File: src/rtl/systolic_pkg.sv
// systolic_pkg: shared width derivation, collector FSM states and the requantization helper
package systolic_pkg;
  function automatic int headroom(input int k);
    return (k == 1) ? 0 : $clog2(k);
  endfunction
  function automatic int outcome_width(input int dw, input int k);
    return 2 * dw + headroom(k) + 1;
  endfunction
  typedef enum logic [1:0] {IDLE, ISSUE, DRAIN} state_e;
  // 64-bit working width leaves ample room for the rounding add on any legal outcome width
  function automatic logic signed [63:0] sat_round(input logic signed [63:0] x, input int shift, input logic relu, input int dw);
    logic signed [63:0] q, hi, lo;
    q = (x + ((shift > 0) ? (64'sd1 <<< (shift - 1)) : 64'sd0)) >>> shift;
    q = (relu && q < 0) ? 64'sd0 : q;
    hi = (64'sd1 <<< (dw - 1)) - 64'sd1;
    lo = -(64'sd1 <<< (dw - 1));
    return (q > hi) ? hi : (q < lo) ? lo : q;
  endfunction
endpackage

File: src/rtl/out_requant.sv
// out_requant: round, optional ReLU and saturate one accumulator element to DW bits
module out_requant import systolic_pkg::*; #(
  parameter int IW = 20,
  parameter int DW = 8,
  parameter int SHIFT = 4,
  parameter int RELU = 0
) (
  input  logic signed [IW-1:0] x,
  output logic        [DW-1:0] q
);
  assign q = DW'(sat_round(64'(x), SHIFT, RELU != 0, DW));
endmodule

File: src/rtl/systolic_out_collector.sv
// systolic_out_collector: steps through array rows, requantizes each row and writes it to SRAM
module systolic_out_collector import systolic_pkg::*; #(
  parameter int ARRAY_SIZE = 8,
  parameter int SRAM_DATA_WIDTH = 32,
  parameter int DATA_WIDTH = 8,
  parameter int K_ACCUM_DEPTH = 8,
  parameter int SHIFT = 4,
  parameter int RELU = 0,
  parameter int ADDR_WIDTH = 10,
  localparam int OUTCOME_WIDTH = outcome_width(DATA_WIDTH, K_ACCUM_DEPTH)
) (
  input  logic                                clk,
  input  logic                                rst,
  input  logic                                start,
  input  logic [ADDR_WIDTH-1:0]               base_addr,
  output logic [5:0]                          matrix_index,
  input  logic [ARRAY_SIZE*OUTCOME_WIDTH-1:0] mul_outcome,
  output logic                                sram_wen,
  output logic [ADDR_WIDTH-1:0]               sram_waddr,
  output logic [SRAM_DATA_WIDTH-1:0]          sram_wdata0,
  output logic [SRAM_DATA_WIDTH-1:0]          sram_wdata1,
  output logic                                busy,
  output logic                                done
);
  state_e state_q, state_d;
  logic [5:0] row_cnt_q, row_cnt_d, cap_row_q, cap_row_d;
  logic [ADDR_WIDTH-1:0] base_q, base_d, waddr_q, waddr_d;
  logic busy_q, busy_d, done_q, done_d, cap_vld_q, cap_vld_d, wen_q, wen_d;
  logic [ARRAY_SIZE*OUTCOME_WIDTH-1:0] cap_data_q, cap_data_d;
  logic [2*SRAM_DATA_WIDTH-1:0] packed_row, wdata_q, wdata_d;
  logic start_ok, last, drained;
  for (genvar j = 0; j < ARRAY_SIZE; j++) begin : g_rq
    out_requant #(.IW(OUTCOME_WIDTH), .DW(DATA_WIDTH), .SHIFT(SHIFT), .RELU(RELU)) u_rq (
      .x(cap_data_q[j*OUTCOME_WIDTH +: OUTCOME_WIDTH]),
      .q(packed_row[2*SRAM_DATA_WIDTH-1-DATA_WIDTH*j -: DATA_WIDTH])
    );
  end
  // next-state for the FSM, the capture stage and the write stage
  always_comb begin
    start_ok = (state_q == IDLE) && start;
    last = row_cnt_q == 6'(ARRAY_SIZE - 1);
    drained = (state_q == DRAIN) && !cap_vld_q;
    state_d = start_ok ? ISSUE : ((state_q == ISSUE) && last) ? DRAIN : drained ? IDLE : state_q;
    row_cnt_d = start_ok ? 6'd0 : ((state_q == ISSUE) && !last) ? row_cnt_q + 6'd1 : row_cnt_q;
    base_d = start_ok ? base_addr : base_q;
    busy_d = start_ok || (busy_q && !drained);
    done_d = drained;
    cap_vld_d = state_q == ISSUE;
    cap_row_d = (state_q == ISSUE) ? row_cnt_q : cap_row_q;
    cap_data_d = (state_q == ISSUE) ? mul_outcome : cap_data_q;
    wen_d = cap_vld_q;
    waddr_d = cap_vld_q ? base_q + ADDR_WIDTH'(cap_row_q) : waddr_q;
    wdata_d = cap_vld_q ? packed_row : wdata_q;
  end
  // all state and registered outputs; reset discards any in-flight row
  always_ff @(posedge clk or posedge rst) begin
    if (rst) begin
      state_q <= IDLE;
      row_cnt_q <= '0;
      base_q <= '0;
      busy_q <= 1'b0;
      done_q <= 1'b0;
      cap_vld_q <= 1'b0;
      cap_row_q <= '0;
      cap_data_q <= '0;
      wen_q <= 1'b0;
      waddr_q <= '0;
      wdata_q <= '0;
    end else begin
      state_q <= state_d;
      row_cnt_q <= row_cnt_d;
      base_q <= base_d;
      busy_q <= busy_d;
      done_q <= done_d;
      cap_vld_q <= cap_vld_d;
      cap_row_q <= cap_row_d;
      cap_data_q <= cap_data_d;
      wen_q <= wen_d;
      waddr_q <= waddr_d;
      wdata_q <= wdata_d;
    end
  end
  assign matrix_index = row_cnt_q;
  assign sram_wen = wen_q;
  assign sram_waddr = waddr_q;
  assign sram_wdata0 = wdata_q[2*SRAM_DATA_WIDTH-1 -: SRAM_DATA_WIDTH];
  assign sram_wdata1 = wdata_q[SRAM_DATA_WIDTH-1:0];
  assign busy = busy_q;
  assign done = done_q;
endmodule
File: config.mk
export PLATFORM = sky130hd
export DESIGN_NAME = systolic_out_collector
export DESIGN_NICKNAME = d
export VERILOG_FILES = /design/src/rtl/systolic_pkg.sv /design/src/rtl/out_requant.sv /design/src/rtl/systolic_out_collector.sv
export SDC_FILE = /design/constraint.sdc
export NUM_CORES = 1
export LEC_CHECK = 0
export CAP_MARGIN = 30
export CORE_MARGIN = 2
export CORE_UTILIZATION = 35
export DETAILED_ROUTE_END_ITERATION = 6
export GPL_TIMING_DRIVEN = 0
export PLACE_DENSITY = 0.57
export SLEW_MARGIN = 10
export SYNTH_ARGS = -nofsm -noshare
export SYNTH_HDL_FRONTEND = slang
export SYNTH_SLANG_ARGS = --single-unit
File: constraint.sdc
create_clock -name clk -period 11.5 [get_ports clk]
set_input_delay 2.3 -clock clk [delete_from_list [all_inputs] [get_ports clk]]
set_output_delay 2.3 -clock clk [all_outputs]
set_load 0.02 [all_outputs]
### Yosys cells after proc, flatten, opt, wreduce, memory -nomap -nowiden

Cells that the tools add are included.

| word-level totals | value |
|---|---|
| bits in registers | 262 |
| input port bits | 173 |
| output and inout bits | 83 |
| word-level logic and storage cells | 73 |

| operators by class | value |
|---|---|
| add/sub/neg operators | 10 |
| magnitude comparators | 16 |
| equality and inequality tests | 3 |
| mux-type cells | 21 |
| reduce and logical (&&, ||, !) cells | 12 |

Operators with widths:

| cell | count |
|---|---|
| $add A20 B5 Y21 const B | 8 |
| $gt A17 B8 Y1 const B | 8 |
| $lt A17 B8 Y1 const B | 8 |
| $mux W8 | 16 |
| $mux W6 | 2 |
| $add A10 B6 Y10 | 1 |
| $add A6 B1 Y6 const B | 1 |
| $eq A6 B3 Y1 const B | 1 |
| $mux W2 | 3 |
| $logic_and A1 B1 Y1 | 5 |
| $logic_not A1 Y1 | 3 |
| $reduce_bool A3 Y1 | 1 |
| $eq A2 B1 Y1 const B | 1 |
| $eq A2 B2 Y1 const B | 1 |
| $logic_not A2 Y1 | 1 |
| $reduce_bool A2 Y1 | 1 |
| $logic_or A1 B1 Y1 | 1 |

### Logic depth before layout (Yosys ltp)

Gate-level depths: netlist of run 1.

| logic depth | value |
|---|---|
| depth after elaboration | 5 |
| mapped depth | 10 |
| depth with buffers taken out | 10 |

### Cells and area by module

Synthesis of run 1 repeated with hierarchy kept, for this count alone.

| second synthesis, totals | value |
|---|---|
| cells, all modules | 1527 |
| area total of the unflattened synthesis | 14184.9 um2 |

By module, submodules not included:

| module | instances | cells each | area each (um2) | sequential area each (um2) |
|---|---|---|---|---|
| systolic_out_collector | 1 | 983 | 10211.0 | 6556.3 |
| out_requant | 8 | 68 | 496.7 | 0.0 |

### Worst setup path after synthesis of run 1

No wires, ideal clock.

| path | value |
|---|---|
| path kind | input -> register |
| start | in start |
| end | reg base_q[9] |
| setup time | 125 ps |
| arrival | 3417 ps |
| required time | 11375 ps |
| setup slack | 7958 ps |
| cell stages on the path | 4 |
| buffers on the path | 2 |
| path through | nor3b_1 > clkbuf_1 > clkbuf_1 > mux2_2 |

| on the way | value |
|---|---|
| cells in the longest elaborated chain, start to end | 1 |

Ends and longest elaborated chain:

| item | RTL line | RTL |
|---|---|---|
| from (decl) | systolic_out_collector.sv:14 | `input logic start,` |
| $logic_and A1 B1 Y1 | systolic_out_collector.sv:40 | `start_ok = (state_q == IDLE) && start;` |
| to (signal assigned) | systolic_out_collector.sv:72 | `base_q <= base_d;` |
| to (decl) | systolic_out_collector.sv:27 | `logic [ADDR_WIDTH-1:0] base_q, base_d, waddr_q, waddr_d;` |

No other way between the ends.
A chain may end at the register's enable or synchronous reset.

### Worst setup path after layout of run 1

| path | value |
|---|---|
| start | reg row_cnt_q[2], in the netlist matrix_index[2] |
| end | out matrix_index[2] |

RTL lines:

| item | RTL line | RTL |
|---|---|---|
| from (decl) | systolic_out_collector.sv:26 | `logic [5:0] row_cnt_q, row_cnt_d, cap_row_q, cap_row_d;` |
| from (signal assigned) | systolic_out_collector.sv:71 | `row_cnt_q <= row_cnt_d;` |
| to (decl) | systolic_out_collector.sv:16 | `output logic [5:0] matrix_index,` |

No word-level cell between the ends.

==> metrics.md, run 1 <==
| Metric | Value |
|---|---|
| Die width | `193 um` |
| Die area | `0.0372 mm^2` |
| Avg WL per Cell | `17.0 um` |
| Hold Fails Final Rpt | `0` |
| CP cell instances | `clkdlybuf4s50_1` |
| Root Buffer Master | `clkbuf_16` |
| Vias in the first global route | `10897` |
| Clock share of power | `19.2%` |
| RSZ-0062 raised after global routing | `no` |
| Critical path class | `flop to output port` |
| RePlAce Congestion | `0.908` |
| DRC violations left | `0` |
| FP Rows | `69` |
| I/O pin total | `256` |
| CTS tree | `built` |
| Pwr Total | `4.63 mW` |
| Clock Latency Late Sink | `550 ps` |
| Post-Synthesis Cells | `1453` |
| Max_slew headroom | `39.2%` |
| WHS Path Cells | `0` |
| Setup ws final | `~7500 ps` |
| Worst hold slack | `381 ps` |
| Hold endpoint | `sram_wen` |
| Worst slack at placement | `around 7000 ps` |
| Syn nets | `1642` |
| Req. time, crit path | `9200 ps` |
| CTS H-tree depth | `1` |
| Chip height | `between 150 and 200 um` |
| Max Cap Violations | `0` |
| Min Tclk post-route | `4000 ps` |
| Top cell type by total area after synthesis | `dfrtp_1` |
| Final setup fails | `0` |
| CTS Hold Buffers Added | `0` |
| Reg2reg path depth | `6` |
| DPL Wire Length | `27200 um` |
| CTS sink cnt | `238` |
| CP max stage delay | `660 ps` |
| Worst Hold Class | `flop to flop` |
| Final core occ | `a little under half` |
| Highest clock rate | `250 MHz` |
| Crit. End Element | `output port` |
| Reg2reg end | `wdata_q[3]` |
| DRT Pass-1 Iters | `5` |
| Hold Startpoint | `cap_vld_q` |
| Clk buf depth | `3` |
| Nets@finish | `between 1500 and 2000` |
| Mapped cell area | `0.0125 mm^2` |
| Count leader, synth | `nand2_1` |
| VDD IR max | `132 uV` |
| WL final | `37400 um` |
| Reg2reg start | `cap_vld_q` |
| Critical path startpoint category | `flop` |
| Largest net degree at the start of global routing | `97` |
| Area growth syn-to-layout | `31.1%` |
| Tcrit/Tclk final | `34.8%` |
| Avg Cell Area, Syn | `8.60 um^2` |
| Critical path arrival | `around 1700 ps` |
| First-pass GRT wire length | `a little under 60000 um` |
| Top delay family on crit path | `buffers and inverters` |
| Internal power | `between 2 and 3 mW` |
| Via/cell ratio | `5.03` |
| Area of the core | `0.0354 mm^2` |
| Net Sw Power | `1.98 mW` |
| Share of layout cells above drive strength 1 | `5.94%` |
| GRT Overall Usage | `20.1%` |
| Sw Share | `42.7%` |
| Postcts setup bufs | `0` |
| TritonCTS Buffers | `29` |
| P_leak | `7.19 nW` |
| Final setup TNS | `0 ps` |
| R2R setup slack | `8710 ps` |
| Post-synthesis cell type count | `83` |
| WP buf/inv | `1` |
| Run status | `finished clean` |
| Number of synthesized register bits | `about 240` |
| Antenna fix cells | `0` |
| I/O Buffers | `231` |
| Comb power frac | `44.4%` |
| Crit path max fanout | `6` |
| Register area share after synthesis | `47.6%` |
| Vias | `between 10000 and 15000` |
| Area fraction of the dominant cell type after synthesis | `47.6%` |
| EDFF count, synth | `0` |
| Fill count | `3493` |
| Remaining Overflow, GRT | `0` |
| Max Slew Vio Count | `0` |
| Post-cts sizing count | `0` |
| Ys Warns | `0` |
| Initial antenna violation count | `0` |
| Clk pin slew, worst setup/hold paths | `~60 ps` |
| Worst Skew | `11.8 ps` |
| Pwr dens | `283 mW/mm^2` |
| Slew @ Worst Pin | `912 ps` |
| Ys async rst share | `100%` |
| Synth top area cells | `dfrtp_1 48%, nand2_1 15%, xnor2_1 2.8%` |
| Main synth FF type | `dfrtp_1` |
| Critical-path top delay cell | `clkdlybuf4s50_1` |
| Top cells by count, synth | `483 x nand2_1, 238 x dfrtp_1, 80 x nor2_1` |
| Sequential power share | `36.4%` |
| First-iteration detailed-routing DRC count | `509` |
| Starting Density | `around a third` |
| ANT nets after route | `0` |
==> power groups by stage <==
stage	registers [mW]	logic, mW	clock network (mW)
floorplan	1.74	1.19	0
global placement	1.68	2.04	0
detailed placement	1.69	2.07	0
CTS	1.68	2.09	0.914
global route	1.75	2.31	0.946
finish	1.69	2.06	0.887
==> cell families after synthesis <==
kind of cell / synth area share [%]
mux: 2.26
xor+xnor: 5.40
buf+inv: 3.73
flops: 47.6
fa+ha+maj: 1.66
compound gates: 11.3
simple gates: 28.0
==> metrics by stage <==
step	area, um^2	std cells
2_1_floorplan	12500	1453
3_3_place_gp	15400	2145
3_5_place_dp	15500	2147
4_1_cts	16400	2195
5_1_grt	16400	2196
6_report	16400	2196
==> flip-flops by register name, indices dropped and copies added, names as in the netlist <==
name          count
matrix_index      6
cap_vld_q         1
state_q           2
sram_waddr       10
base_q           10
busy              1
wdata_q          64
cap_data_q      136
cap_row_q         6
sram_wen          1
done              1
==> worst max path at each step <==
stage	cells past startpoint	slack, ps	endpoint	from
final	1	7500	matrix_index[2]	matrix_index[2]
after global routing	1	7430	matrix_index[2]	matrix_index[2]
after CTS	1	7480	matrix_index[2]	matrix_index[2]
after detailed placement	5	7140	base_q[9]	start
after global placement	2	-720	cap_data_q[126]	rst
after floorplan	1	2670	base_q[0]	rst
==> area by class of cell <==
class	count	area [um^2]	area share [%]
clock inverters	10	108	0.657
well taps	461	577	3.52
inverters	40	158	0.962
flip-flops and latches	238	5960	36.4
clock buffers	38	810	4.94
multi-input cells	1104	6080	37.1
plain buffers	71	317	1.93
repair buffers	234	2380	14.5
==> placed cells by master (no fill, tap or decap), types with 22 or more instances in the layout <==
| cell | n |
|---|---|
| inv_1 | 39 |
| clkdlybuf4s50_1 | 231 |
| nor2_1 | 80 |
| xor2_1 | 37 |
| dfrtp_1 | 238 |
| clkbuf_16 | 29 |
| and3_1 | 22 |
| nand2_1 | 483 |
| nand3_1 | 48 |
| clkbuf_1 | 59 |
| o21ai_0 | 63 |
| xnor2_1 | 40 |
| nand4_1 | 40 |
| a21oi_1 | 51 |
==> routing by layer <==
layer | track usage (%) | up-vias | share of wire [%]
met1 | 27.5 | 5288 | 46
met3 | 3.40 | 55 | 4.8
met5 | 0 | - | 0
met2 | 32.7 | 213 | 46
met4 | 6.12 | 0 | 3.1
li1 | - | 5492 | -
No activity file was read; power rests on OpenSTA's default activity.
==> run 2, diff against run 1 <==
--- a/config.mk
+++ b/config.mk
@@ -10,7 +10,7 @@
 export CORE_UTILIZATION = 35
 export DETAILED_ROUTE_END_ITERATION = 6
 export GPL_TIMING_DRIVEN = 0
-export PLACE_DENSITY = 0.57
+export PLACE_DENSITY = 0.59
 export SLEW_MARGIN = 10
 export SYNTH_ARGS = -nofsm -noshare
 export SYNTH_HDL_FRONTEND = slang
==> constraint.sdc (replaced) <==
create_clock -name clk -period 3.3 [get_ports clk]
set_input_delay 0.66 -clock clk [delete_from_list [all_inputs] [get_ports clk]]
set_output_delay 0.66 -clock clk [all_outputs]
set_load 0.02 [all_outputs]
==> run 2 against run 1 <==
Net effect: design area up 0.79%; final cell count rose by 0.36%; sequential power rose to 3.5 times the previous value; highest routed layer unchanged; die area unchanged; core utilization grew 0.36 points; via count grew 0.74%; sequential share of layout area fell by 0.28 points; first-iteration DRC count increased by 5.7%; clock skew is 0.55 ps lower; worst setup slack lost 7000 ps; critical path type is now flop to flop; critical endpoint is now wdata_q[0]; largest power group unchanged; critical path depth up 5.
==> metrics.md, run 2 (synthesized netlist as in run 1, its figures left out) <==
| Metric | Value |
|---|---|
| CTS sink cnt | `238 (unchanged)` |
| DPL Wire Length | `27700 um (+2.0%)` |
| Die area | `0.0372 mm^2 (unchanged)` |
| I/O Buffers | `231 (unchanged)` |
| Internal power | `9.34 mW (+250%)` |
| Comb power frac | `44.2% (-0.2 points)` |
| Hold Fails Final Rpt | `0 (unchanged)` |
| ANT nets after route | `0 (unchanged)` |
| Starting Density | `35.3% (unchanged)` |
| Commonest non-fill, non-tap cell in the layout | `nand2_1` |
| Cell Count, Final, Fillers Out | `2204 (+0.36%)` |
| Post-cts sizing count | `0 (unchanged)` |
| Remaining Overflow, GRT | `0 (unchanged)` |
| Clk buf depth | `3 (unchanged)` |
| Sequential power share | `36.1% (-0.3 points)` |
| Clock Latency Late Sink | `540 ps (about the same)` |
| Critical path startpoint category | `flop` |
| Final setup TNS | `0 ps (unchanged)` |
| Critical path arrival | `3210 ps (+1510 ps)` |
| Vias | `11130 (+0.74%)` |
| RePlAce Congestion | `0.862 (-5.1%)` |
| RSZ-0062 raised after global routing | `no` |
| Largest net degree at the start of global routing | `39 (-60%)` |
| Tcrit/Tclk final | `about 86%` |
| First-iteration detailed-routing DRC count | `538 (+5.7%)` |
| DRC violations left | `0 (unchanged)` |
| Crit path max fanout | `10 (+4)` |
| Max Cap Violations | `0 (unchanged)` |
| Worst slack at placement | `409 ps (-6740 ps)` |
| Min Tclk post-route | `2830 ps` |
| Final instance area | `0.0165 mm^2 (+0.79%)` |
| Die width | `193 um (unchanged)` |
| Pwr dens | `983 mW/mm^2 (+250%)` |
| Run status | `finished clean` |
| Postcts setup bufs | `0 (unchanged)` |
| Worst Skew | `11.3 ps (-0.554 ps)` |
| Setup ws final | `473 ps (-7030 ps)` |
| I/O pin total | `256 (unchanged)` |
| FP Rows | `69 (unchanged)` |
| Clock share of power | `19.7% (+0.5 points)` |
| Initial antenna violation count | `0 (unchanged)` |
| Sw Share | `42.5% (-0.25 points)` |
| Clk pin slew, worst setup/hold paths | `60 ps (about the same)` |
| CTS Hold Buffers Added | `0 (unchanged)` |
| CTS tree | `built` |
| VDD IR max | `490 uV (+270%)` |
| Final setup fails | `0 (unchanged)` |
| Crit. End Element | `flop` |
| WL met1 | `16700 um (-4.0%)` |
| CTS H-tree depth | `1 (unchanged)` |
| TritonCTS Buffers | `28 (-3.4%)` |
| Chip height | `193 um (unchanged)` |
| P_leak | `7.24 nW (+0.64%)` |
| Highest clock rate | `354 MHz` |
| Max reg flops | `136 (unchanged)` |
| Number of instances in the placed design | `2153 (+0.28%)` |
| GRT Overall Usage | `20.2% (+0.16 points)` |
| Top layer in use | `met4` |
| DR WL met3 | `1930 um (+6.9%)` |
| Vias in the first global route | `11091 (+1.8%)` |
| Share of layout cells above drive strength 1 | `6.26% (+0.32 points)` |
| Avg WL per Cell | `16.9 um (-0.61%)` |
| Area growth syn-to-layout | `32.1%` |
| First-pass GRT wire length | `59700 um (+1.2%)` |
| Top reg by flops | `cap_data_q` |
| Largest regs | `cap_data_q: 136 flops, wdata_q: 64 flops` |
| WL met2 | `17400 um (+2.2%)` |
| DRT Pass-1 Iters | `5 (unchanged)` |
| Slew @ Worst Pin | `945 ps (+33.0 ps)` |
| Via/cell ratio | `5.05 (+0.38%)` |
| Req. time, crit path | `3690 ps (-5510 ps)` |
| Max_slew headroom | `37.0% (-2.2 points)` |
| Area of the core | `0.0354 mm^2 (unchanged)` |
| Max Slew Vio Count | `0 (unchanged)` |
| WL final | `37300 um (-0.25%)` |
| Root Buffer Master | `clkbuf_16` |
| Most frequent cells in the layout | `483 x nand2_1, 238 x dfrtp_1, 231 x clkdlybuf4s50_1, 80 x nor2_1, 63 x o21ai_0` |
| Worst Hold Class | `flop to flop` |
| Net Sw Power | `6.89 mW (+250%)` |
| Placed instance area | `0.0156 mm^2 (+0.65%)` |
| Nets@finish | `1911 (+0.21%)` |
| Pwr Total | `16.2 mW (+250%)` |
| Critical path class | `flop to flop` |
==> run 2: cell types whose count changed in the layout (fill, tap and decap cells not counted), moves of 2 or more <==
cell        before  now
buf_12           0    6
clkbuf_8         6   10
clkinv_2         6    3
clkinvlp_4       0    3
inv_6            2    0
==> run 2: path summary, 6_finish.rpt <==
path	slack (ps)	end	cells past startpoint	startpoint
max in group asynchronous	1770	base_q[0]	5	rst
setup / recovery	470	wdata_q[0]	6	cap_vld_q
min in group asynchronous	530	cap_data_q[104]	2	rst
hold / removal	380	sram_wen	0	cap_vld_q
setup reg to reg	470	wdata_q[0]	6	cap_vld_q
hold reg to reg	380	sram_wen	0	cap_vld_q
==> run 2: layout make-up <==
cell class                      count  area [um^2]
Timing Repair Buffer              239         2470
Clock inverter                      7         90.1
Fill cell                        3479        18900
Antenna cell                        1         2.50
Clock buffer                       43          868
Buffer                             71          317
Inverter                           40          154
Tap cell                          461          577
Sequential cell                   238         5960
Multi-Input combinational cell   1104         6080
==> run 2: power groups by stage <==
stage	combinational, mW	clock [mW]	sequential (mW)
finish	7.18	3.19	5.86
global route	8.09	3.39	6.12
CTS	7.30	3.28	5.86
detailed placement	7.26	0	5.88
global placement	7.13	0	5.86
floorplan	4.15	0	6.05
==> run 2: metrics by stage <==
step / utilization, % / hold slack (ps)
6_report: 46.6 / 377
5_1_grt: 46.6 / 396
4_1_cts: 46.6 / 382
3_5_place_dp: 43.9 / 368
3_3_place_gp: 43.5 / 365
2_1_floorplan: - / 352
==> run 2: worst max-delay path, stage by stage (launching register included) <==
cell      delay, ps
dfrtp_1         340
clkbuf_1        710
inv_1           250
clkbuf_1        360
or2_2           400
a21oi_1         420
o21ai_0         190
==> run 2: layer usage <==
layer	GRT usage, %	vias to the layer above
met4	6.47	0
li1	-	5505
met1	27.6	5312
met5	0	-
met2	33.0	248
met3	3.38	65
==> run 3, diff against run 2 <==
--- a/config.mk
+++ b/config.mk
@@ -5,6 +5,7 @@
 export SDC_FILE = /design/constraint.sdc
 export NUM_CORES = 1
 export LEC_CHECK = 0
+export ABC_AREA = 1
 export CAP_MARGIN = 30
 export CORE_MARGIN = 2
 export CORE_UTILIZATION = 35
==> run 3 against run 2 <==
Net effect: combinational power is 20% higher; critical endpoint is now cap_data_q[86]; critical path type unchanged; highest routed layer is now met5; final cell count grew 24%; non-clock buffer count shrank 24; routed wire length grew 13%; sequential share of layout area down 2.1 points; first-iteration DRC count increased by 19%; clock skew rose by 7.0 ps; area after synthesis rose by 7.1%.
==> metrics.md, run 3 <==
| Metric | Value |
|---|---|
| Largest family of logic cells by synthesized area | `simple AND/OR/NAND/NOR gates` |
| Register area share after synthesis | `44.5% (-3.2 points)` |
| Die area | `0.0398 mm^2 (+7.0%)` |
| Syn nets | `2106 (+28%)` |
| Main synth FF type | `dfrtp_1` |
| TritonCTS Buffers | `29 (+3.6%)` |
| CTS Hold Buffers Added | `0 (unchanged)` |
| Top reg by flops | `cap_data_q` |
| Worst hold slack | `419 ps (+42.3 ps)` |
| Area growth syn-to-layout | `31.1%` |
| Count leader, synth | `nand2_1` |
| Vias | `13010 (+17%)` |
| Top cell type by total area after synthesis | `dfrtp_1` |
| I/O pin total | `256 (unchanged)` |
| Clock Latency Late Sink | `570 ps (+30 ps)` |
| Post-Synthesis Cells | `1917 (+32%)` |
| Pwr Total | `17.9 mW (+11%)` |
| Die width | `200 um (+3.4%)` |
| RePlAce Congestion | `0.907 (+5.3%)` |
| EDFF count, synth | `0 (unchanged)` |
| Avg WL per Cell | `15.5 um (-8.1%)` |
| CTS H-tree depth | `1 (unchanged)` |
| DRT Pass-1 Iters | `5 (unchanged)` |
| Ys Warns | `0 (unchanged)` |
| Root Buffer Master | `clkbuf_16` |
| Min Tclk post-route | `2420 ps (-410 ps)` |
| Via/cell ratio | `4.78 (-5.4%)` |
| Critical path arrival | `2830 ps (-380 ps)` |
| Critical path startpoint category | `flop` |
| Crit path max fanout | `10 (unchanged)` |
| Top cells by count, synth | `869 x nand2_1, 238 x dfrtp_1, 159 x nor2_1` |
| Highest clock rate | `414 MHz (+17%)` |
| Max_slew headroom | `36.7% (-0.31 points)` |
| Clk pin slew, worst setup/hold paths | `70 ps (about the same)` |
| Slew @ Worst Pin | `949 ps (+4.62 ps)` |
| Worst slack at placement | `613 ps (+204 ps)` |
| Avg Cell Area, Syn | `6.99 um^2 (-19%)` |
| Mapped cell area | `0.0134 mm^2 (+7.1%)` |
| FP Rows | `71 (+2.9%)` |
| Nets@finish | `2375 (+24%)` |
| DPL Wire Length | `32600 um (+18%)` |
| P_leak | `8.34 nW (+15%)` |
| Postcts setup bufs | `0 (unchanged)` |
| Most frequent cells in the layout | `869 x nand2_1, 238 x dfrtp_1, 231 x clkdlybuf4s50_1, 159 x nor2_1, 146 x inv_1` |
| I/O Buffers | `231 (unchanged)` |
| Number of synthesized register bits | `238 (unchanged)` |
| Critical path class | `flop to flop` |
| Synth Area in Simple Gates | `38.6% (+11 points)` |
| Synth top area cells | `dfrtp_1 44%, nand2_1 24%, nor2_1 4.5%` |
| Clk buf depth | `3 (unchanged)` |
| Post-cts sizing count | `0 (unchanged)` |
| Cell Count, Final, Fillers Out | `2722 (+24%)` |
| RSZ-0062 raised after global routing | `no` |
| Run status | `finished clean` |
| Largest regs | `cap_data_q: 136 flops, wdata_q: 64 flops` |
| Synth Area in Compound Gates | `6.06% (-5.2 points)` |
| Pwr dens | `1020 mW/mm^2 (+4.0%)` |
| Largest net degree at the start of global routing | `38 (-2.6%)` |
| Max Slew Vio Count | `0 (unchanged)` |
| Crit. End Element | `flop` |
| Post-synthesis cell type count | `36 (-57%)` |
| CTS tree | `built` |
| VDD IR max | `417 uV (-15%)` |
| Adder-cell share of the synthesized area | `1.55% (-0.11 points)` |
| Initial antenna violation count | `4 (+4)` |
| Vias in the first global route | `12916 (+16%)` |
| Max Cap Violations | `0 (unchanged)` |
| Commonest non-fill, non-tap cell in the layout | `nand2_1` |
| First-iteration detailed-routing DRC count | `638 (+19%)` |
| Max reg flops | `136 (unchanged)` |
| Setup ws final | `883 ps (+410 ps)` |
| Area fraction of the dominant cell type after synthesis | `44.5% (-3.2 points)` |
| Number of instances in the placed design | `2665 (+24%)` |
| Remaining Overflow, GRT | `0 (unchanged)` |
| Tcrit/Tclk final | `73.2% (-12 points)` |
| Post-Synth XOR/XNOR Area | `3.66% (-1.7 points)` |
| Hold Fails Final Rpt | `0 (unchanged)` |
| Ys async rst share | `100% (unchanged)` |
| Post-synthesis mux area share | `0% (-2.3 points)` |
| Area of the core | `0.0377 mm^2 (+6.4%)` |
| Chip height | `200 um (+3.4%)` |
| GRT Overall Usage | `21.6% (+1.3 points)` |
| DRC violations left | `0 (unchanged)` |
| ANT nets after route | `0 (unchanged)` |
| First-pass GRT wire length | `67300 um (+13%)` |
| WL final | `42300 um (+13%)` |
| Final setup fails | `0 (unchanged)` |
| Worst Skew | `18.3 ps (+7.03 ps)` |
| Worst Hold Class | `flop to flop` |
| Share of layout cells above drive strength 1 | `5.57% (-0.69 points)` |
| Final setup TNS | `0 ps (unchanged)` |
| Starting Density | `35.6% (+0.24 points)` |
| Req. time, crit path | `3710 ps (+20 ps)` |
| CTS sink cnt | `238 (unchanged)` |
==> run 3: cell count changes after synthesis, moves of 22 or more <==
| cell | delta |
|---|---|
| nor2_1 | +79 |
| nand3_1 | +59 |
| xnor2_1 | -25 |
| and3_1 | -22 |
| o21ai_0 | +52 |
| nand2_1 | +386 |
| nor2_2 | +26 |
| inv_1 | +107 |
| a21oi_1 | -33 |
==> run 3: cell type report <==
cell class                 instances  area, um^2
inverter                         151         571
antenna                            3        7.51
timing repair buffer             238        2450
clock buffer                      37         816
multi-input combinational       1480        6680
sequential                       238        5960
tap                              511         639
buffer                            48         188
clock inverter                    16         245
fill                            3907       20100
==> run 3: power by group <==
part           leakage [nW]  total (mW)  internal (mW)  switching [mW]
Combinational          4.97        8.63           3.07            5.56
Clock                 0.516        3.54           2.21            1.33
Sequential             2.85        5.77           4.41            1.36
Total                  8.34        17.9           9.69            8.25
==> run 3: logic make-up (layout without fill, tap and decap cells) <==
logic type	count (synthesis)	count (layout)
AO/OA/AOI/OAI	153	153
XOR/XNOR	56	56
adder cells (fa/ha/maj)	16	16
buffers and inverters	199	490
flip-flops	238	238
other	0	3
AND/OR/NAND/NOR	1255	1255
==> run 3: worst max-delay path, cell delays in order, from the launching register on <==
cell	delay, ps
dfrtp_1	360
inv_1	90
nand2_1	80
clkinv_1	210
clkbuf_1	750
clkbuf_1	570
o21ai_0	190
==> run 3: path summary, 6_finish.rpt <==
kind                       slack [ps]  depth (start not counted)              to        from
max in group asynchronous        1540                          5  cap_data_q[97]         rst
min                               420                          0        sram_wen   cap_vld_q
min reg2reg                       420                          0        sram_wen   cap_vld_q
min in group asynchronous         570                          2       cap_vld_q         rst
max reg2reg                       880                          6  cap_data_q[86]  state_q[1]
max                               880                          6  cap_data_q[86]  state_q[1]
==> run 3: metal layers <==
metal	global-route usage, %	vias to the layer above	routed length (um)
met5	0.255	-	33
met4	6.39	4	1310
met3	4.15	76	2280
met2	36.0	304	19500
met1	28.3	6049	19200
li1	-	6577	-
==> run 3: stage by stage <==
stage | util (%) | instance area [um^2]
4_1_cts | 46.5 | 17500
3_5_place_dp | 43.7 | 16500
5_1_grt | 46.6 | 17500
2_1_floorplan | - | 13400
6_report | 46.6 | 17500
3_3_place_gp | 43.4 | 16300
